==> src/rtl/alu_pkg.sv <==
// alu_pkg: shared definitions for seq_alu.
//   - Op-code constants (OP_AND .. OP_DIV).
//   - FSM state encoding (ST_IDLE / ST_BUSY / ST_DONE).
//   - Op classification helpers.
// Build option: define SEQ_ALU_SIGNED_EN to enable the signed MULT/DIV ops.
//   When it is undefined, codes 1010/1011 decode as illegal.
package alu_pkg;

`ifdef SEQ_ALU_SIGNED_EN
    localparam bit SIGNED_EN = 1'b1;
`else
    localparam bit SIGNED_EN = 1'b0;
`endif

    localparam logic [3:0] OP_AND   = 4'b0000;
    localparam logic [3:0] OP_OR    = 4'b0001;
    localparam logic [3:0] OP_ADD   = 4'b0010;
    localparam logic [3:0] OP_SUB   = 4'b0110;
    localparam logic [3:0] OP_SLT   = 4'b0111;
    localparam logic [3:0] OP_MULTU = 4'b1000;
    localparam logic [3:0] OP_DIVU  = 4'b1001;
    localparam logic [3:0] OP_MULT  = 4'b1010;
    localparam logic [3:0] OP_DIV   = 4'b1011;
    localparam logic [3:0] OP_NOR   = 4'b1100;

    localparam logic [1:0] ST_IDLE = 2'd0;
    localparam logic [1:0] ST_BUSY = 2'd1;
    localparam logic [1:0] ST_DONE = 2'd2;

    function automatic logic is_signed_op(input logic [3:0] op);
        return SIGNED_EN && (op == OP_MULT || op == OP_DIV);
    endfunction

    function automatic logic is_iterative(input logic [3:0] op);
        return (op == OP_MULTU) || (op == OP_DIVU) || is_signed_op(op);
    endfunction

    function automatic logic is_div_op(input logic [3:0] op);
        return (op == OP_DIVU) || (op == OP_DIV);
    endfunction

endpackage

==> src/rtl/seq_alu_if.sv <==
// seq_alu_if: operand/result handshake bundle for seq_alu.
//   Request : in_valid, in_ready, alu_op, a, b, flush
//   Response: out_valid, out_ready, res_lo, res_hi, zero, cout, ovf, err
//   master = producer/consumer side, slave = the ALU.
interface seq_alu_if #(
    parameter int unsigned WIDTH = 32
);
    logic             in_valid;
    logic             in_ready;
    logic [3:0]       alu_op;
    logic [WIDTH-1:0] a;
    logic [WIDTH-1:0] b;
    logic             flush;
    logic             out_valid;
    logic             out_ready;
    logic [WIDTH-1:0] res_lo;
    logic [WIDTH-1:0] res_hi;
    logic             zero;
    logic             cout;
    logic             ovf;
    logic             err;

    modport master (
        output in_valid, alu_op, a, b, flush, out_ready,
        input  in_ready, out_valid, res_lo, res_hi, zero, cout, ovf, err
    );

    modport slave (
        input  in_valid, alu_op, a, b, flush, out_ready,
        output in_ready, out_valid, res_lo, res_hi, zero, cout, ovf, err
    );
endinterface

==> src/rtl/seq_alu_muldiv.sv <==
// seq_alu_muldiv: iterative multiply / restoring-divide datapath.
//   clk, rst_n   : clock, async active-low reset
//   start_i      : load operands and begin WIDTH iterations
//   flush_i      : abandon the operation in flight
//   div_i/sgn_i  : divide (else multiply) / signed operands
//   a_i, b_i     : operands
//   last_o       : the current cycle performs the final step
//   lo_o, hi_o   : sign-corrected result after this cycle's step (valid with last_o)
module seq_alu_muldiv #(
    parameter int unsigned WIDTH = 32
) (
    input  logic             clk,
    input  logic             rst_n,
    input  logic             start_i,
    input  logic             flush_i,
    input  logic             div_i,
    input  logic             sgn_i,
    input  logic [WIDTH-1:0] a_i,
    input  logic [WIDTH-1:0] b_i,
    output logic             last_o,
    output logic [WIDTH-1:0] lo_o,
    output logic [WIDTH-1:0] hi_o
);
    localparam int unsigned CNT_W = $clog2(WIDTH + 1);

    // acc: product high / partial remainder; sh: multiplier / quotient shifter
    logic [WIDTH-1:0] acc_q, acc_d, sh_q, sh_d, opd_q, opd_d;
    logic [CNT_W-1:0] cnt_q, cnt_d;
    logic             div_q, div_d, neg_p_q, neg_p_d, neg_r_q, neg_r_d;
    logic [WIDTH:0]   add_sum, part, shifted, diff;
    logic [2*WIDTH-1:0] prod;

    function automatic logic [WIDTH-1:0] mag(input logic [WIDTH-1:0] x, input logic s);
        return (s && x[WIDTH-1]) ? (~x + 1'b1) : x;
    endfunction

    always_comb begin
        acc_d   = acc_q;
        sh_d    = sh_q;
        opd_d   = opd_q;
        cnt_d   = cnt_q;
        div_d   = div_q;
        neg_p_d = neg_p_q;
        neg_r_d = neg_r_q;
        add_sum = {1'b0, acc_q} + {1'b0, opd_q};
        part    = sh_q[0] ? add_sum : {1'b0, acc_q};
        shifted = {acc_q, sh_q[WIDTH-1]};
        diff    = shifted - {1'b0, opd_q};
        if (start_i) begin
            acc_d   = '0;
            cnt_d   = CNT_W'(WIDTH);
            div_d   = div_i;
            sh_d    = div_i ? mag(a_i, sgn_i) : mag(b_i, sgn_i);
            opd_d   = div_i ? mag(b_i, sgn_i) : mag(a_i, sgn_i);
            neg_p_d = sgn_i && (a_i[WIDTH-1] ^ b_i[WIDTH-1]);
            neg_r_d = sgn_i && div_i && a_i[WIDTH-1];
        end else if (flush_i) begin
            cnt_d = '0;
        end else if (cnt_q != '0) begin
            cnt_d = cnt_q - CNT_W'(1);
            if (div_q) begin
                // Restoring step: keep the subtraction only if it did not borrow.
                if (!diff[WIDTH]) begin
                    acc_d = diff[WIDTH-1:0];
                    sh_d  = {sh_q[WIDTH-2:0], 1'b1};
                end else begin
                    acc_d = shifted[WIDTH-1:0];
                    sh_d  = {sh_q[WIDTH-2:0], 1'b0};
                end
            end else begin
                acc_d = part[WIDTH:1];
                sh_d  = {part[0], sh_q[WIDTH-1:1]};
            end
        end
    end

    // Sign correction is applied combinationally so it lands with the final step.
    always_comb begin
        prod = {acc_d, sh_d};
        if (neg_p_q) prod = ~prod + 1'b1;
        if (div_q) begin
            lo_o = neg_p_q ? (~sh_d + 1'b1) : sh_d;
            hi_o = neg_r_q ? (~acc_d + 1'b1) : acc_d;
        end else begin
            lo_o = prod[WIDTH-1:0];
            hi_o = prod[2*WIDTH-1:WIDTH];
        end
    end

    assign last_o = (cnt_q == CNT_W'(1));

    always_ff @(posedge clk or negedge rst_n) begin
        if (!rst_n) begin
            acc_q   <= '0;
            sh_q    <= '0;
            opd_q   <= '0;
            cnt_q   <= '0;
            div_q   <= 1'b0;
            neg_p_q <= 1'b0;
            neg_r_q <= 1'b0;
        end else begin
            acc_q   <= acc_d;
            sh_q    <= sh_d;
            opd_q   <= opd_d;
            cnt_q   <= cnt_d;
            div_q   <= div_d;
            neg_p_q <= neg_p_d;
            neg_r_q <= neg_r_d;
        end
    end
endmodule

==> src/rtl/seq_alu.sv <==
// seq_alu: handshaked ALU. Logic/add/sub/slt complete in one cycle; MULTU/DIVU
// (and MULT/DIV when SEQ_ALU_SIGNED_EN is defined) iterate WIDTH cycles into HI/LO.
//   clk, rst_n : clock, async active-low reset
//   bus        : seq_alu_if.slave (operand request, result response, flush)
// Build option: SEQ_ALU_SIGNED_EN (see alu_pkg).
module seq_alu
    import alu_pkg::*;
#(
    parameter int unsigned WIDTH = 32
) (
    input logic      clk,
    input logic      rst_n,
    seq_alu_if.slave bus
);
    logic [1:0]       state_q, state_d;
    logic [WIDTH-1:0] res_lo_q, res_lo_d, res_hi_q, res_hi_d;
    logic             zero_q, zero_d, cout_q, cout_d, ovf_q, ovf_d, err_q, err_d;
    logic             pend_ovf_q, pend_ovf_d;

    logic [3:0]       op;
    logic [WIDTH-1:0] a, b, bx;
    logic             is_sub, go_iter, div_ovf, slt;
    logic [WIDTH:0]   sum;
    logic [WIDTH-1:0] sc_lo, sc_hi;
    logic             sc_cout, sc_ovf, sc_err;
    logic             md_start, md_last;
    logic [WIDTH-1:0] md_lo, md_hi;

    assign op      = bus.alu_op;
    assign a       = bus.a;
    assign b       = bus.b;
    assign is_sub  = (op == OP_SUB) || (op == OP_SLT);
    assign bx      = is_sub ? ~b : b;
    assign sum     = {1'b0, a} + {1'b0, bx} + {{WIDTH{1'b0}}, is_sub};
    // Signs differ: a is less iff a is negative; otherwise the difference sign decides.
    assign slt     = (a[WIDTH-1] ^ b[WIDTH-1]) ? a[WIDTH-1] : sum[WIDTH-1];
    // Division by zero short-circuits; everything else iterative takes the slow path.
    assign go_iter = is_iterative(op) && !(is_div_op(op) && (b == '0));
    // Signed most-negative / -1 is the only quotient that cannot be represented.
    assign div_ovf = is_signed_op(op) && is_div_op(op) &&
                     (a == {1'b1, {(WIDTH-1){1'b0}}}) && (b == '1);

    always_comb begin
        sc_lo   = '0;
        sc_hi   = '0;
        sc_cout = 1'b0;
        sc_ovf  = 1'b0;
        sc_err  = 1'b0;
        case (op)
            OP_AND: sc_lo = a & b;
            OP_OR:  sc_lo = a | b;
            OP_NOR: sc_lo = ~(a | b);
            OP_ADD, OP_SUB: begin
                sc_lo   = sum[WIDTH-1:0];
                sc_cout = sum[WIDTH];
                sc_ovf  = (a[WIDTH-1] == bx[WIDTH-1]) && (sum[WIDTH-1] != a[WIDTH-1]);
            end
            OP_SLT: begin
                sc_lo   = {{(WIDTH-1){1'b0}}, slt};
                sc_cout = sum[WIDTH];
            end
            default: begin
                sc_err = 1'b1;
                // Only divide-by-zero reaches here among iterative ops.
                if (is_iterative(op)) begin
                    sc_lo = '1;
                    sc_hi = a;
                end
            end
        endcase
    end

    always_comb begin
        state_d    = state_q;
        res_lo_d   = res_lo_q;
        res_hi_d   = res_hi_q;
        zero_d     = zero_q;
        cout_d     = cout_q;
        ovf_d      = ovf_q;
        err_d      = err_q;
        pend_ovf_d = pend_ovf_q;
        md_start   = 1'b0;
        case (state_q)
            ST_IDLE: begin
                if (bus.in_valid && !bus.flush) begin
                    if (go_iter) begin
                        md_start   = 1'b1;
                        pend_ovf_d = div_ovf;
                        state_d    = ST_BUSY;
                    end else begin
                        res_lo_d = sc_lo;
                        res_hi_d = sc_hi;
                        zero_d   = (sc_lo == '0);
                        cout_d   = sc_cout;
                        ovf_d    = sc_ovf;
                        err_d    = sc_err;
                        state_d  = ST_DONE;
                    end
                end
            end
            ST_BUSY: begin
                if (bus.flush) begin
                    state_d = ST_IDLE;
                end else if (md_last) begin
                    res_lo_d = md_lo;
                    res_hi_d = md_hi;
                    zero_d   = (md_lo == '0);
                    cout_d   = 1'b0;
                    ovf_d    = pend_ovf_q;
                    err_d    = 1'b0;
                    state_d  = ST_DONE;
                end
            end
            ST_DONE: begin
                if (bus.flush || bus.out_ready) state_d = ST_IDLE;
            end
            default: state_d = ST_IDLE;
        endcase
    end

    seq_alu_muldiv #(
        .WIDTH(WIDTH)
    ) u_muldiv (
        .clk    (clk),
        .rst_n  (rst_n),
        .start_i(md_start),
        .flush_i(bus.flush),
        .div_i  (is_div_op(op)),
        .sgn_i  (is_signed_op(op)),
        .a_i    (a),
        .b_i    (b),
        .last_o (md_last),
        .lo_o   (md_lo),
        .hi_o   (md_hi)
    );

    always_ff @(posedge clk or negedge rst_n) begin
        if (!rst_n) begin
            state_q    <= ST_IDLE;
            res_lo_q   <= '0;
            res_hi_q   <= '0;
            zero_q     <= 1'b0;
            cout_q     <= 1'b0;
            ovf_q      <= 1'b0;
            err_q      <= 1'b0;
            pend_ovf_q <= 1'b0;
        end else begin
            state_q    <= state_d;
            res_lo_q   <= res_lo_d;
            res_hi_q   <= res_hi_d;
            zero_q     <= zero_d;
            cout_q     <= cout_d;
            ovf_q      <= ovf_d;
            err_q      <= err_d;
            pend_ovf_q <= pend_ovf_d;
        end
    end

    assign bus.in_ready  = (state_q == ST_IDLE);
    assign bus.out_valid = (state_q == ST_DONE);
    assign bus.res_lo    = res_lo_q;
    assign bus.res_hi    = res_hi_q;
    assign bus.zero      = zero_q;
    assign bus.cout      = cout_q;
    assign bus.ovf       = ovf_q;
    assign bus.err       = err_q;
endmodule

==> src/flat_wrapper.sv <==
// flat-port wrapper written by rule: the top's interface ports become plain ports
module seq_alu_flat import alu_pkg::*;
#(
    parameter int unsigned WIDTH = 32
)
  (clk, rst_n, bus_in_valid, bus_alu_op, bus_a, bus_b, bus_flush, bus_out_ready, bus_in_ready, bus_out_valid, bus_res_lo, bus_res_hi, bus_zero, bus_cout, bus_ovf, bus_err);
  seq_alu_if #(.WIDTH(WIDTH)) bus_i ();
  input logic clk;
  input logic rst_n;
  input wire logic [$bits(bus_i.in_valid)-1:0] bus_in_valid;
  input wire logic [$bits(bus_i.alu_op)-1:0] bus_alu_op;
  input wire logic [$bits(bus_i.a)-1:0] bus_a;
  input wire logic [$bits(bus_i.b)-1:0] bus_b;
  input wire logic [$bits(bus_i.flush)-1:0] bus_flush;
  input wire logic [$bits(bus_i.out_ready)-1:0] bus_out_ready;
  output wire logic [$bits(bus_i.in_ready)-1:0] bus_in_ready;
  output wire logic [$bits(bus_i.out_valid)-1:0] bus_out_valid;
  output wire logic [$bits(bus_i.res_lo)-1:0] bus_res_lo;
  output wire logic [$bits(bus_i.res_hi)-1:0] bus_res_hi;
  output wire logic [$bits(bus_i.zero)-1:0] bus_zero;
  output wire logic [$bits(bus_i.cout)-1:0] bus_cout;
  output wire logic [$bits(bus_i.ovf)-1:0] bus_ovf;
  output wire logic [$bits(bus_i.err)-1:0] bus_err;
  assign bus_i.in_valid = bus_in_valid;
  assign bus_i.alu_op = bus_alu_op;
  assign bus_i.a = bus_a;
  assign bus_i.b = bus_b;
  assign bus_i.flush = bus_flush;
  assign bus_i.out_ready = bus_out_ready;
  assign bus_in_ready = bus_i.in_ready;
  assign bus_out_valid = bus_i.out_valid;
  assign bus_res_lo = bus_i.res_lo;
  assign bus_res_hi = bus_i.res_hi;
  assign bus_zero = bus_i.zero;
  assign bus_cout = bus_i.cout;
  assign bus_ovf = bus_i.ovf;
  assign bus_err = bus_i.err;
  seq_alu #(.WIDTH(WIDTH)) u_core (.clk(clk), .rst_n(rst_n), .bus(bus_i));
endmodule
==> config.mk <==
export PLATFORM = sky130hd
export DESIGN_NAME = seq_alu_flat
export DESIGN_NICKNAME = d
export VERILOG_FILES = /design/src/rtl/alu_pkg.sv /design/src/rtl/seq_alu_if.sv /design/src/rtl/seq_alu_muldiv.sv /design/src/rtl/seq_alu.sv /design/src/flat_wrapper.sv
export SDC_FILE = /design/constraint.sdc
export NUM_CORES = 1
export LEC_CHECK = 0
export CORE_ASPECT_RATIO = 1.1
export CORE_UTILIZATION = 58
export CTS_BUF_LIST = sky130_fd_sc_hd__clkbuf_16
export DETAILED_ROUTE_END_ITERATION = 7
export PLACE_DENSITY = 0.91
export SYNTH_ARGS = -nofsm -noshare
export SYNTH_HDL_FRONTEND = slang
export SYNTH_SLANG_ARGS = --single-unit
==> constraint.sdc <==
create_clock -name clk -period 8.6 [get_ports clk]
set_input_delay 1.72 -clock clk [delete_from_list [all_inputs] [get_ports clk]]
set_output_delay 1.72 -clock clk [all_outputs]
set_load 0.03 [all_outputs]
== Yosys cells after proc, flatten, opt, wreduce, memory -nomap -nowiden ==
Index checks and enable logic that the tools add are counted.

* Output and inout port bits: 70
* Word-level logic and storage cells: 124
* Bits of input ports: 73
* Bits in registers: 173

* Add/sub/neg operators: 5
* Reduce and logical (&&, ||, !) cells: 23
* Eq/ne operators: 19
* Bitwise gates (word level): 5
* Muxes and demuxes: 60

{| class="wikitable"
|+ Operator list
! kind !! count
|-
| 32-bit 2-to-1 mux || 23
|-
| 32-bit one-hot mux with 5 select lines || 1
|-
| 32-bit one-hot mux with 2 select lines || 2
|-
| 32-bit zero test || 3
|-
| 32-bit by 32-bit adder with 33-bit output || 2
|-
| 32-bit NOT || 2
|-
| 33-bit by 1-bit adder with 33-bit output || 1
|-
| 33-bit 2-to-1 mux || 1
|-
| 33-bit by 32-bit subtractor with 33-bit output || 1
|-
| 32-bit bitwise AND || 1
|-
| 32-bit OR || 1
|-
| 1-bit 2-to-1 mux || 20
|-
| 6-bit 2-to-1 mux || 3
|-
| 4-bit == test (second input constant) || 4
|-
| 2-bit 2-to-1 mux || 5
|-
| 4-bit by 3-bit == test with 1-bit output (second input constant) || 2
|-
| 1-bit one-hot mux with 2 select lines || 4
|-
| 6-bit by 1-bit == test with 1-bit output (second input constant) || 1
|-
| 2-bit by 1-bit inequality test with 1-bit output (second input constant) || 3
|-
| 2-bit one-hot mux with 3 select lines || 1
|-
| 6-bit nonzero test || 1
|-
| 6-bit OR reduction || 1
|-
| 6-bit by 1-bit subtractor with 6-bit output (second input constant) || 1
|-
| 5-bit AND reduction || 1
|-
| other kinds (19) || 27
|}

== Logic depth before layout (Yosys ltp) ==
Gate-level depths: netlist of run 1.

* Word-level depth: 13
* Gate-level depth with buffers: 19
* Mapped depth without buffers: 15

== Modules after synthesis ==
Synthesis of run 1 repeated with hierarchy kept, for this count alone.

* Cells, all modules: 2,654
* Area total of the unflattened synthesis: 20,216.9 um2

{| class="wikitable"
|+ By module, submodules not included
! module !! seq. area each (um2) !! area an instance (um2) !! times used !! cells each
|-
| seq_alu_muldiv || 2,627.5 || 13,699.4 || 1 || 1,825
|-
| seq_alu || 1,751.7 || 6,517.5 || 1 || 829
|}

== Worst setup path after synthesis of run 1 ==
OpenSTA, ideal clock, no wires.

* Path kind: input to register
* Start point: in bus_alu_op[1]
* End point: reg u_core.zero_q, in the netlist u_core.bus.zero
* Path buffers: 4
* Setup slack: 2.674 ns
* Data required time: 8.520 ns
* Data arrival time: 5.846 ns
* Library setup time: 0.080 ns
* Stages on the path: 19
* Cell sequence: clkbuf_1 -> inv_1 -> or3_1 -> clkbuf_1 -> buf_1 -> xnor2_1 -> ha_1 -> clkbuf_1 -> and3_1 -> nand2_1 -> o31ai_1 -> xor2_1 -> a21oi_1 -> nand4_1 -> or3_1 -> nor4b_2 -> nand4b_1 -> or4_1 -> o211ai_2

* Word-level cells in the longest chain between the ends: 13
* Elaborated cells between the ends (all ways): 36
* Those cells by class: add/sub: 2; eq/ne: 9; mux: 14; reduce/logical: 11

{| class="wikitable"
|+ RTL lines
! element !! RTL line !! source
|-
| from (decl) || flat_wrapper.sv:11 || <nowiki>input wire logic [$bits(bus_i.alu_op)-1:0] bus_alu_op;</nowiki>
|-
| branches (longest 13 deep; another with 32-bit by 32-bit adder with 33-bit output) || - ||
|-
| to (signal assigned) || seq_alu.sv:151 || <nowiki>zero_q <= zero_d;</nowiki>
|-
| to (decl) || seq_alu.sv:17 || <nowiki>logic zero_q, zero_d, cout_q, cout_d, ovf_q, ovf_d, err_q, err_d;</nowiki>
|}

Several ways; the timed one is not identified. The select of a mux whose other input is x is not followed.
A chain may end at the register's enable or synchronous reset.

== Worst setup path after layout of run 1 ==
Ends and elaborated chain as after synthesis.

==> reports/metrics.yaml, run 1 <==
clock_tree:
  post-cts-setup-buffers: 0
  cts_root_buffer: "clkbuf_16"
  clock_sinks: 173
  clk_pin_slew_ps: 70
  cts_buffer_depth: 2
  htree_num_levels: 4
  cts_tree: "built"
  post_cts_resized: 0
  ctsHoldBuffers: 0
  cts_buffers: 17
  clk_latency_ps: 450
setup_path:
  critPathLaunch: "bus_alu_op[1]"
  crit_family: "simple AND/OR/NAND/NOR gates"
  worst_path_largest_cell_delay_ps: 990
  crit_chain: "clkdlybuf4s50_1 -> inv_1 -> or3_2 -> xnor2_1 -> fa_1 -> a21o_1 -> a221oi_1 -> o2111ai_1 -> a31oi_1 -> xnor2_1 -> a221oi_1 -> nand4_1 -> nor4_1 -> nand4b_1 -> or4_1 -> o211ai_2"
  cp_data_arrival_time_ps: 7430
  cp.required_ps: 8970
  crit_fanout: 33
  reg2reg_depth: 15
  cp_num_buf_inv: 2
  critical_path.startpoint_type: "input pin"
  worst-path-stages: 16
  timing.rr.start: "u_core.u_muldiv.sh_q[31]"
  critPathSlowestCell: "or3_2"
  cp-end-kind: "register"
  crit_type: "input pin to register"
floorplan:
  core_area_mm2: 0.0278
  io_pins: 143
  die_y_um: 178
  start_util_pct: 58.9
  die_x_um: 162
  num_rows: 64
  die-area_mm2: 0.0289
logic_synthesis:
  syn-num-nets: 2294
  synth_warnings: 0
  synth_top_family_by_area: "compound AO/OA/AOI/OAI gates"
  synth_compound_area_share_pct: 28.8
  syn_area_per_cell_um2: 7.73
  synth.cell_area_mm2: 0.0164
  synth_simple_gate_area_share_pct: 20.2
  yosys_register_bits: 173
  synth_top_flop_cell: "dfrtp_1"
  synth.area.mux_share_pct: 4.73
  seq_area_frac_synth_pct: 26.5
  async_flop_share_pct: 100
  synthAdderAreaFrac_pct: 9.20
  synth_cell_types: 86
  synth_edf_count: 0
  synth-xor-area-share_pct: 5.89
  syn_inst: 2117
detailed_routing:
  dr_total_vias: 17800
  drt-met1-wl_um: 23900
  viasPerCell: 7.00
  post_drt_wl_per_cell_um: 24.2
  drtIter0Drc: 2526
  routed_wl_um: 61800
  met3_length_um: 6860
  highest_layer: "met4"
  route.met2.wl_um: 27400
  drtAntennaViolNets: 0
  drc: 0
  drt_pre_antenna_iters: 6
timing:
  setup_viol: 0
  slew-limit-headroom_pct: 20.3
  grt_setup_unrepaired: "false"
  slew_violations: 0
  tightest_slew_ps: 1190
  skew_ps: 13.4
  finalHoldViolations: 0
  period_share_pct: 82.1
  hold_slack_ps: 474
  setup_ws_ps: 1540
  min_period_ps: 7060
  max_freq_ghz: 0.142
  tns_ps: 0
power:
  finalPower_uw: 6640
  powerDensity_mw_per_mm2: 357
  p_leak_uw: 0.00786
  ir_drop_uv: 280
global_route:
  grtUsageTotal_pct: 42.0
  antenna_found_initial: 0
  grt_pass1_vias: 16400
  grt_max_degree: 106
  gr-total-overflow: 0
  grt_pass1_wl_um: 93300
worst_hold_path:
  min-delay-start: "u_core.bus.err"
  whs_path_depth: 2
  hold_path_class: "register to register"
finish:
  area_delta_synth_final_pct: 13.6
  drive_above_1_share_pct: 5.49
  fin_nets: 2351
  fillers: 2264
  utilization_pct: 66.9
outcome:
  status: "finished clean"
placed_design:
  hpwl_um: 45400
  port_buffers: 142
  post-place-ws_ps: 1150
  place.gp.congestion: 1.01
run:
  drv_cap: 0
-- flip-flops by register name, indices dropped and copies added, names as in the netlist --
signal and cells:
u_core.bus.cout 1, u_core.bus.err 1, u_core.bus.ovf 1, u_core.bus.res_hi 32, u_core.bus.res_lo 32, u_core.bus.zero 1, u_core.state_q 2, u_core.u_muldiv.acc_q 32
u_core.u_muldiv.cnt_q 6, u_core.u_muldiv.div_q 1, u_core.u_muldiv.opd_q 32, u_core.u_muldiv.sh_q 32
-- cells in the mapped netlist, types with 17 or more instances --
cell type | number | area [um2]
xnor2_1 | 88 | 771
inv_1 | 66 | 248
a21oi_1 | 194 | 971
mux2i_1 | 57 | 571
and3_1 | 40 | 250
o22ai_1 | 27 | 169
nand3_1 | 33 | 165
nand4_1 | 21 | 131
a221oi_1 | 17 | 149
nor4_1 | 20 | 125
o21a_1 | 18 | 135
dfrtp_1 | 173 | 4330
a21o_1 | 55 | 413
ha_1 | 101 | 1260
o211ai_1 | 19 | 143
o21ai_0 | 136 | 681
a211oi_1 | 22 | 165
mux2_2 | 18 | 203
xor2_1 | 22 | 193
nor3_1 | 52 | 260
a31oi_1 | 66 | 413
nand2_1 | 263 | 987
nor2_1 | 205 | 769
clkbuf_1 | 116 | 435
maj3_1 | 18 | 180
-- area by class of cell --
| type | count | area [um2] | share of cell area, % |
|---|---|---|---|
| clock buffer | 17 | 425 | 2.29 |
| inverter | 67 | 251 | 1.35 |
| tap | 363 | 454 | 2.44 |
| clock inverter | 14 | 158 | 0.848 |
| antenna | 1 | 2.50 | 0.0135 |
| multi-input combinational | 1743 | 11300 | 60.9 |
| sequential | 173 | 4330 | 23.3 |
| timing repair buffer | 172 | 1650 | 8.87 |
-- metal layers --
metal  up-vias  GRT usage, %
li1       7934             -
met1      8376          54.6
met2      1284          66.5
met3       252          6.53
met4         0          23.9
met5         -             0
-- report_power, final --
part	switching [uW]	total [uW]	internal (uW)
logic	2620	4380	1750
registers	368	1470	1100
clock network	366	798	432
total	3360	6640	3280
-- cells in the final DEF, fill, tap and decap left out, types with 19 or more instances in the layout --
cell | synthesis | final
nand2_1 | 263 | 263
nor2_1 | 205 | 204
a21oi_1 | 194 | 193
dfrtp_1 | 173 | 172
clkdlybuf4s50_1 | 0 | 141
o21ai_0 | 136 | 136
ha_1 | 101 | 101
xnor2_1 | 88 | 88
inv_1 | 66 | 66
a31oi_1 | 66 | 66
mux2i_1 | 57 | 57
a21o_1 | 55 | 55
nor3_1 | 52 | 50
and3_1 | 40 | 40
nand3_1 | 33 | 32
buf_4 | 0 | 30
o22ai_1 | 27 | 27
a211oi_1 | 22 | 22
xor2_1 | 22 | 22
nand4_1 | 21 | 21
nor4_1 | 20 | 20
o211ai_1 | 19 | 19
-- path summary, 6_finish.rpt --
path                                       endpoint  slack (ps)
hold reg to reg                      u_core.bus.err         470
min in group asynchronous            u_core.bus.err        1410
hold / removal                       u_core.bus.err         470
max in group asynchronous  u_core.u_muldiv.sh_q[31]        5730
setup reg to reg              u_core.bus.res_hi[27]        3630
setup / recovery                    u_core.bus.zero        1540
-- stage by stage --
stage | area (um2) | std cells
6_report | 18600 | 2550
5_1_grt | 18600 | 2549
4_1_cts | 18600 | 2549
3_5_place_dp | 18000 | 2518
3_3_place_gp | 18000 | 2518
2_1_floorplan | 16400 | 2117
-- logic make-up after synthesis --
logic type / Yosys count
multiplexers: 75
flip-flops: 173
adder cells (fa/ha/maj): 122
AND/OR/NAND/NOR: 716
AO/OA/AOI/OAI: 720
XOR/XNOR: 110
buffers and inverters: 201
-- tightest hold or removal path: cells and delay by family (launching register included) --
family,cells,cell delay (ps)
flip-flops,1,350
AND/OR/NAND/NOR,2,100
No activity file was read; power rests on OpenSTA's default activity.
==> inputs of run 2 (changes only) <==
Clock period 8.6 ns to 7.3 ns, I/O delays scaled along.
==> run 2 against run 1 <==
Clock power up 23%. Final cell count up 0.24%. Die area unchanged. Register-to-register slack worse by 1400 ps. Clock skew about the same. Worst setup slack worse by 340 ps. Flip-flop and latch count unchanged.
==> reports/metrics.yaml, run 2 (synthesis gave the netlist of run 1 again) <==
outcome:
  status: "finished clean"
detailed_routing:
  drtIter0Drc: 2631
  viasPerCell: 6.99
  drc: 0
  routed_wl_um: 61200
  dr_total_vias: 17900
  drt_pre_antenna_iters: 8
  drtAntennaViolNets: 0
  post_drt_wl_per_cell_um: 23.9
setup_path:
  cp-end-kind: "register"
  critical_path.startpoint_type: "input pin"
  cp.required_ps: 7680
  reg2reg_depth: 15
  worst_path_largest_cell_delay_ps: 720
  cp_data_arrival_time_ps: 6480
  critPathLaunch: "bus_alu_op[1]"
  timing.rr.start: "u_core.u_muldiv.sh_q[31]"
  critPathCapture: "u_core.bus.zero"
  crit_type: "input pin to register"
  critPathSlowestCell: "or3_2"
  crit_chain: "clkdlybuf4s50_1 -> inv_1 -> or3_2 -> xnor2_1 -> fa_1 -> a21o_1 -> a221oi_1 -> o21ai_0 -> a311oi_1 -> o31ai_1 -> a211oi_1 -> nand4_1 -> nor4_1 -> nand4b_1 -> or4_1 -> o211ai_2"
  crit_fanout: 12
  r2r_setup_slack_ps: 2220
  r2r_end: "u_core.bus.res_hi[7]"
clock_tree:
  cts_root_buffer: "clkbuf_16"
  clock_sinks: 173
  post_cts_resized: 0
  post-cts-setup-buffers: 0
  cts_buffer_depth: 2
  cts_buffers: 17
  ctsHoldBuffers: 0
  htree_num_levels: 4
  cts_tree: "built"
  clk_pin_slew_ps: 70
  clk_latency_ps: 460
global_route:
  grt_pass1_wl_um: 93700
  grtUsageTotal_pct: 42.3
  grt_max_degree: 98
  grt_pass1_vias: 16800
  gr-total-overflow: 0
  antenna_found_initial: 0
worst_hold_path:
  whs_path_depth: 2
  hold_path_class: "register to register"
placed_design:
  hpwl_um: 44800
  place.gp.congestion: 0.994
  port_buffers: 142
finish:
  final_cell_mix: "nand2_1 (263), nor2_1 (204), a21oi_1 (193), dfrtp_1 (172), clkdlybuf4s50_1 (141)"
  area_delta_synth_final_pct: 14.1
  diodes: 0
  fillers: 2249
  layout_commonest_cell: "nand2_1"
  drive_above_1_share_pct: 5.79
  fin_nets: 2357
timing:
  slew_violations: 0
  grt_setup_unrepaired: "false"
  setup_viol: 0
  slew-limit-headroom_pct: 18.0
  period_share_pct: 83.6
  tns_ps: 0
  tightest_slew_ps: 1230
  finalHoldViolations: 0
  skew_ps: 13.8
  max_freq_ghz: 0.164
  min_period_ps: 6110
power:
  ir_drop_uv: 296
  finalPower_uw: 7860
  p_leak_uw: 0.00790
  powerDensity_mw_per_mm2: 421
floorplan:
  io_pins: 143
  start_util_pct: 58.9
  die_x_um: 162
  num_rows: 64
  core_area_mm2: 0.0278
  die_y_um: 178
  die-area_mm2: 0.0289
run:
  drv_cap: 0
==> run 2: cell types whose count changed in the layout (fill, tap and decap cells not counted) <==
cell and change:
buf_4 +6, bufinv_16 +1, clkinv_2 +1, clkinv_4 -1
diode_2 -1, nor3b_2 -1, nor3b_4 +1
==> run 2: worst max-delay path: cells and delay by family <==
| family | cells | cell delay (ps) |
|---|---|---|
| buffers and inverters | 2 | 620 |
| xor gates and xnor gates | 1 | 240 |
| adders and majority gates | 1 | 440 |
| AOI/OAI and AO/OA | 7 | 1900 |
| and+or+nand+nor | 5 | 1810 |
==> run 2: report_power, final <==
| part | internal [uW] | switching (uW) | leakage [uW] |
|---|---|---|---|
| clock network | 544 | 436 | 0.000293 |
| logic | 2070 | 3060 | 0.00553 |
| registers | 1290 | 459 | 0.00208 |
| total | 3910 | 3950 | 0.00790 |
==> run 2: worst min-delay path by stage <==
stage,end,startpoint,slack [ps]
detailed placement,u_core.bus.res_lo[21],u_core.bus.res_lo[21],460
global placement,u_core.bus.res_lo[21],u_core.bus.res_lo[21],460
finish,u_core.bus.res_lo[21],u_core.bus.res_lo[21],490
floorplan,u_core.u_muldiv.opd_q[31],u_core.u_muldiv.opd_q[31],480
global route,u_core.bus.cout,u_core.bus.cout,520
CTS,u_core.bus.err,u_core.bus.err,490
==> run 2: cell type report <==
type / instances / area (um2) / share of cell area, %
Clock buffer: 17 / 425 / 2.28
Timing Repair Buffer: 178 / 1690 / 9.07
Sequential cell: 173 / 4330 / 23.2
Tap cell: 363 / 454 / 2.43
Multi-Input combinational cell: 1743 / 11300 / 60.7
Inverter: 67 / 251 / 1.35
Clock inverter: 15 / 184 / 0.986
==> run 2: metal layers <==
| layer | GRT usage, % | part of all wire [%] | up-vias |
|---|---|---|---|
| met4 | 26.4 | 6.2 | 0 |
| met2 | 65.0 | 44 | 1340 |
| met1 | 55.4 | 38 | 8319 |
| li1 | - | - | 7956 |
| met5 | 0 | 0 | - |
| met3 | 7.16 | 12 | 262 |
==> run 2: through the flow <==
stage | std cells | hold slack [ps] | instance area, um2 | utilization, % | setup slack [ps]
after global placement | 2524 | 456 | 18000 | 65.0 | 876
final | 2556 | 487 | 18700 | 67.1 | 1190
after CTS | 2556 | 489 | 18700 | 67.1 | 1300
after global routing | 2556 | 521 | 18700 | 67.1 | 999
after detailed placement | 2524 | 457 | 18000 | 65.0 | 858
after floorplan | 2117 | 475 | 16400 | - | 1630
==> patch 1, RTL diff (settings of run 1) <==
`WIDTH` is set to 32 in 4 places; all go to 16.
--- a/src/rtl/seq_alu_if.sv
+++ b/src/rtl/seq_alu_if.sv
@@ -3,7 +3,7 @@
 //   Response: out_valid, out_ready, res_lo, res_hi, zero, cout, ovf, err
 //   master = producer/consumer side, slave = the ALU.
 interface seq_alu_if #(
-    parameter int unsigned WIDTH = 32
+    parameter int unsigned WIDTH = 16
 );
     logic             in_valid;
     logic             in_ready;
--- a/src/rtl/seq_alu_muldiv.sv
+++ b/src/rtl/seq_alu_muldiv.sv
@@ -7,7 +7,7 @@
 //   last_o       : the current cycle performs the final step
 //   lo_o, hi_o   : sign-corrected result after this cycle's step (valid with last_o)
 module seq_alu_muldiv #(
-    parameter int unsigned WIDTH = 32
+    parameter int unsigned WIDTH = 16
 ) (
     input  logic             clk,
     input  logic             rst_n,
--- a/src/rtl/seq_alu.sv
+++ b/src/rtl/seq_alu.sv
@@ -6,7 +6,7 @@
 module seq_alu
     import alu_pkg::*;
 #(
-    parameter int unsigned WIDTH = 32
+    parameter int unsigned WIDTH = 16
 ) (
     input logic      clk,
     input logic      rst_n,
--- a/src/flat_wrapper.sv
+++ b/src/flat_wrapper.sv
@@ -1,7 +1,7 @@
 // flat-port wrapper written by rule: the top's interface ports become plain ports
 module seq_alu_flat import alu_pkg::*;
 #(
-    parameter int unsigned WIDTH = 32
+    parameter int unsigned WIDTH = 16
 )
   (clk, rst_n, bus_in_valid, bus_alu_op, bus_a, bus_b, bus_flush, bus_out_ready, bus_in_ready, bus_out_valid, bus_res_lo, bus_res_hi, bus_zero, bus_cout, bus_ovf, bus_err);
   seq_alu_if #(.WIDTH(WIDTH)) bus_i ();
Ports: changed (resized bus_a, bus_b, bus_res_hi and bus_res_lo); port bits go from 143 to 79. The function was not compared with the original's and may differ.
==> patch 1 against run 1 <==
Setup slack improved by 960 ps; critical path type unchanged; sequential cell count down 81; clock power is 54% lower; via count down 51%; final area fell by 49%; sequential power decreased by 50%; critical endpoint is now u_core.bus.res_lo[15]$_DFFE_PN0P_; synthesized area is 49% lower; total power fell by 57%; cell count decreased by 49%; wire length is 57% lower; largest power group unchanged.
==> patch 1: results (changes against run 1) <==
- Met3 Resource Use GR: 5.17% (-1.4 points)
- The maximum fanout along the worst path is 16 (-52%).
- The commonest cells after synthesis are 114 x sky130_fd_sc_hd__nand2_1, 113 x sky130_fd_sc_hd__o21ai_0, 96 x sky130_fd_sc_hd__a21oi_1, 92 x sky130_fd_sc_hd__dfrtp_1, 80 x sky130_fd_sc_hd__nor2_1.
- The post-detailed-placement half-perimeter wirelength was 19600 um (-57%).
- The post-placement setup slack is 2240 ps (+1090 ps).
- Largest cells by area after synthesis: sky130_fd_sc_hd__dfrtp_1 28%, sky130_fd_sc_hd__ha_1 8.0%, sky130_fd_sc_hd__o21ai_0 6.8%
- Cell with the biggest individual delay on the critical path: sky130_fd_sc_hd__clkdlybuf4s50_1
- Antenna diode instance count: 0 (-1)
- The arrival time at the worst endpoint was 6380 ps (-1050 ps).
- Area growth from synthesis to final layout: 14.4%
* Post-layout nets: 1199 (-49%)
* Clock buffers and inverters, area share: 2.83% (-0.31 points)
* Largest stage delay, worst path: 820 ps (-170 ps)
- The post-synthesis average cell area is 7.86 sq um (+1.8%).
- Sequential cell count: 92 (-47%)
* Wire length per cell: 20.6 um (-15%)
- The register area share after synthesis was 27.7% (+1.2 points).
- All-layer global routing usage: 37.1% (-4.9 points)
* Pre-Repair DR Iteration Count: 7 (+1)
- Broken down by cell family, the worst path's largest delay share belongs to compound AO/OA/AOI/OAI gates.
- The final weighted congestion in routability-driven placement came to 0.965 (-4.3%).
* DRC marker count from the first detailed-route iteration: 925 (-63%)
- Signal inverters: 41 (-39%)
- The detailed route wirelength on metal2 is 12300 um (-55%).
* Placed Instances: 1279 (-49%)
- Count of non-CTS buffers in the layout: 95 (-45%)
- Filler Cells Inserted: 1172 (-48%)
- The flow ran to the end, and the final reports show no timing, DRC or antenna violations.
- The number of distinct library cell variants in the gate-level netlist after synthesis was 69 (-20%).
- Routed wire length on met3: 2740 um (-60%)
* Total of clock buffers placed in the layout: 9 (-8)
- Wl on met1: 10300 um (-57%)
- Proportion of layout cells with a drive suffix above 1: 4.79% (-0.70 points)
* Maximum clock skew at final layout: 8.42 ps (-4.97 ps)
- Non-clock buffers, area share: 9.52% (+0.66 points)
* Maximum level of the CTS H-tree: 3 (-1)
* Maximum number of pins on one net before global-route repair: 69 (-35%)
- The global-route wire length before repair is 42400 um (-55%).
- Number of multi-input combinational cells in the layout: 863 (-50%)
- Area occupied by registers: 2300 sq um (-47%)
- The leakage dissipation came to 4.11 nW (-48%).
- Via count of the first global-routing pass: 8236 (-50%)
==> patch 1: changes by cell type in the layout (fill, tap and decap cells not counted), sizes merged, moves of 25 or more <==
cell,before,now
nand2,264,114
nor2,206,81
a21oi,198,96
dfrtp,173,92
clkdlybuf4s50,141,77
a31oi,66,11
xnor2,88,37
ha,101,53
a21o,55,17
and3,40,10
o21ai,144,114
inv,71,42
nor3,54,29
==> patch 1: worst paths after layout <==
kind	start	endpoint	slack, ps
max	bus_alu_op[1]	u_core.bus.res_lo[15]$_DFFE_PN0P_	2500
min	u_core.bus.res_lo[2]$_DFFE_PN0P_	u_core.bus.res_lo[2]$_DFFE_PN0P_	490
max reg2reg	u_core.u_muldiv.sh_q[15]$_DFF_PN0_	u_core.u_muldiv.acc_q[5]$_DFF_PN0_	4140
min reg2reg	u_core.bus.res_lo[2]$_DFFE_PN0P_	u_core.bus.res_lo[2]$_DFFE_PN0P_	490
max in group asynchronous	rst_n	u_core.bus.res_hi[2]$_DFFE_PN0P_	6190
min in group asynchronous	rst_n	u_core.u_muldiv.acc_q[15]$_DFF_PN0_	1350
==> patch 1: kinds of logic after synthesis <==
kind of cell | count (synthesis) | synth area share (%)
AOI/OAI and AO/OA | 366 | 27.4
xor gates and xnor gates | 48 | 5.06
adders and majority gates | 57 | 8.82
buffers and inverters | 102 | 4.62
DFF | 92 | 27.7
muxes | 61 | 7.42
and+or+nand+nor | 331 | 19.0
==> patch 1: report_power, final <==
| part | internal (mW) | total (mW) | switching, mW | leakage, nW |
|---|---|---|---|---|
| clock | 0.194 | 0.367 | 0.172 | 0.127 |
| combinational | 0.693 | 1.75 | 1.05 | 2.83 |
| sequential | 0.568 | 0.732 | 0.164 | 1.15 |
| total | 1.46 | 2.84 | 1.39 | 4.11 |
==> patch 2, RTL diff (config.mk and constraints of run 1) <==
Without the edit above. Make the reset (`rst_n`) synchronous in 2 clocked blocks. Comments in the files are not updated.
--- a/src/rtl/seq_alu_muldiv.sv
+++ b/src/rtl/seq_alu_muldiv.sv
@@ -89,7 +89,7 @@
 
     assign last_o = (cnt_q == CNT_W'(1));
 
-    always_ff @(posedge clk or negedge rst_n) begin
+    always_ff @(posedge clk) begin
         if (!rst_n) begin
             acc_q   <= '0;
             sh_q    <= '0;
--- a/src/rtl/seq_alu.sv
+++ b/src/rtl/seq_alu.sv
@@ -134,7 +134,7 @@
         .hi_o   (md_hi)
     );
 
-    always_ff @(posedge clk or negedge rst_n) begin
+    always_ff @(posedge clk) begin
         if (!rst_n) begin
             state_q    <= ST_IDLE;
             res_lo_q   <= '0;
Formal check against the unedited RTL: differs if rst_n is asserted again (counterexample within 4 cycles, from zero or initial values and one cycle with rst_n low); with rst_n held inactive, the same outputs for 4 cycles.
==> patch 2 against run 1 <==
The flow now finishes with violations (DRC); synthesized area decreased by 3.1%; total power down 37%; final area fell by 3.4%; sequential cell count is the same; combinational power fell by 46%; sequential power down 34%; setup slack better by 760 ps; synthesized cell count increased by 3.1%; first-iteration DRC count decreased by 3.8%; register-to-register slack better by 460 ps; clock power grew 2.6%; count of clock-buffer cells in the layout is the same; wire length decreased by 3.7%; largest power group unchanged.
==> patch 2: results (changes against run 1) <==
- The total nets after synthesis was 2361 (+2.9%).
- The number of distinct library cell variants in the gate-level netlist after synthesis came to 95 (+10%).
* Outcome: finished, violations left
* Hold_ws: 462 ps (-11.9 ps)
- The instance count after placement with tap cells included came to 2562 (+1.7%).
- In this run the critical register-to-register path is launched from u_core.u_muldiv.sh_q[31]$_SDFF_PN0_.
- Counting instances in the post-synthesis netlist gives the leading cell types as 289 x sky130_fd_sc_hd__nand2_1, 242 x sky130_fd_sc_hd__a21oi_1, 203 x sky130_fd_sc_hd__nor2_1, 173 x sky130_fd_sc_hd__dfxtp_1, 102 x sky130_fd_sc_hd__ha_1.
- Data arrival time of the critical path: 6690 ps (-740 ps)
- The slack of the worst reg-to-reg path is 4090 ps (+460 ps).
* Failing checks: DRC
- Slew at the pin with the worst max-slew slack: 1300 ps (+108 ps)
* Proportion of synthesized chip area in sequential cells: 21.9% (-4.6 points)
- Largest stage delay, worst path: 760 ps (-230 ps)
- Total vias in the final route: 17828 (-0.10%)
- Detail-routed via count per cell: 6.88 (-1.8%)
- Via count of the first global-routing pass: 16670 (+1.4%)
* Routability-driven placement congestion ratio: 1.01 (-0.11%)
* Area after detailed placement: 17400 sq um (-3.6%)
- The total global-route track usage came to 41.3% (-0.62 points).
* Largest cells by area after synthesis: sky130_fd_sc_hd__dfxtp_1 22%, sky130_fd_sc_hd__ha_1 8.1%, sky130_fd_sc_hd__a21oi_1 7.6%
* Leakage power: 6.72 nW (-15%)
- The peak ir drop on the vdd network came to 0.186 mV (-34%).
- The number of standard cells after synthesis came to 2183 (+3.1%).
- For this run, the leading register cell type out of synthesis is sky130_fd_sc_hd__dfxtp_1.
* Worst Setup Slack post-DPL: 1970 ps (+823 ps)
* Proportion of layout cells with a drive suffix above 1: 4.70% (-0.79 points)
* Post-detailed-routing wire length: 59500 um (-3.7%)
- Post-route DRC: 3 (+3)
* Cell with the biggest individual delay on the critical path: sky130_fd_sc_hd__clkdlybuf4s50_1
* Met2 WL post-DR: 26400 um (-3.6%)
- Startpoint of the most critical hold path: u_core.bus.res_lo[18]$_SDFFE_PN0P_
- Global-route wire length before repair: 91200 um (-2.3%)
- FF-to-FF path depth: 16 (+1)
## patch 2: routing by layer
layer | up-vias | global-route usage (%)
met5 | - | 0
met4 | 0 | 27.2
met3 | 264 | 8.10
met2 | 1207 | 65.6
met1 | 8214 | 51.0
li1 | 8143 | -
## patch 2: worst max path at each step
stage | from | end
final | bus_alu_op[3] | u_core.bus.zero$_SDFFE_PN0P_
after global routing | bus_alu_op[3] | u_core.bus.zero$_SDFFE_PN0P_
after CTS | bus_alu_op[3] | u_core.bus.zero$_SDFFE_PN0P_
after detailed placement | bus_alu_op[3] | u_core.bus.zero$_SDFFE_PN0P_
after global placement | bus_alu_op[3] | u_core.bus.zero$_SDFFE_PN0P_
after floorplan | bus_alu_op[3] | u_core.bus.zero$_SDFFE_PN0P_
## patch 2: power by group through the flow
stage	logic [mW]	clock network, mW	registers, mW
global route	2.51	0.850	0.982
finish	2.36	0.819	0.975
global placement	2.22	0	0.984
detailed placement	2.26	0	0.987
CTS	2.28	0.812	0.970
floorplan	1.66	0	1.00
## patch 2: layout make-up
class,instances,area (sq um)
Clock buffer,17,425
Clock inverter,14,166
Fill cell,2243,8930
Inverter,72,270
Multi-Input combinational cell,1793,11600
Sequential cell,173,3470
Tap cell,357,447
Timing Repair Buffer,167,1620
## patch 2: cells by family (layout without fill, tap and decap cells)
family / after synthesis / count (layout) / share of synthesized area, %
buf+inv: 217 / 270 / 5.53
mux: 51 / 51 / 3.26
simple gates: 752 / 752 / 21.9
xor+xnor: 104 / 104 / 5.75
compound gates: 758 / 758 / 31.9
flops: 173 / 173 / 21.9
fa+ha+maj: 128 / 128 / 9.90
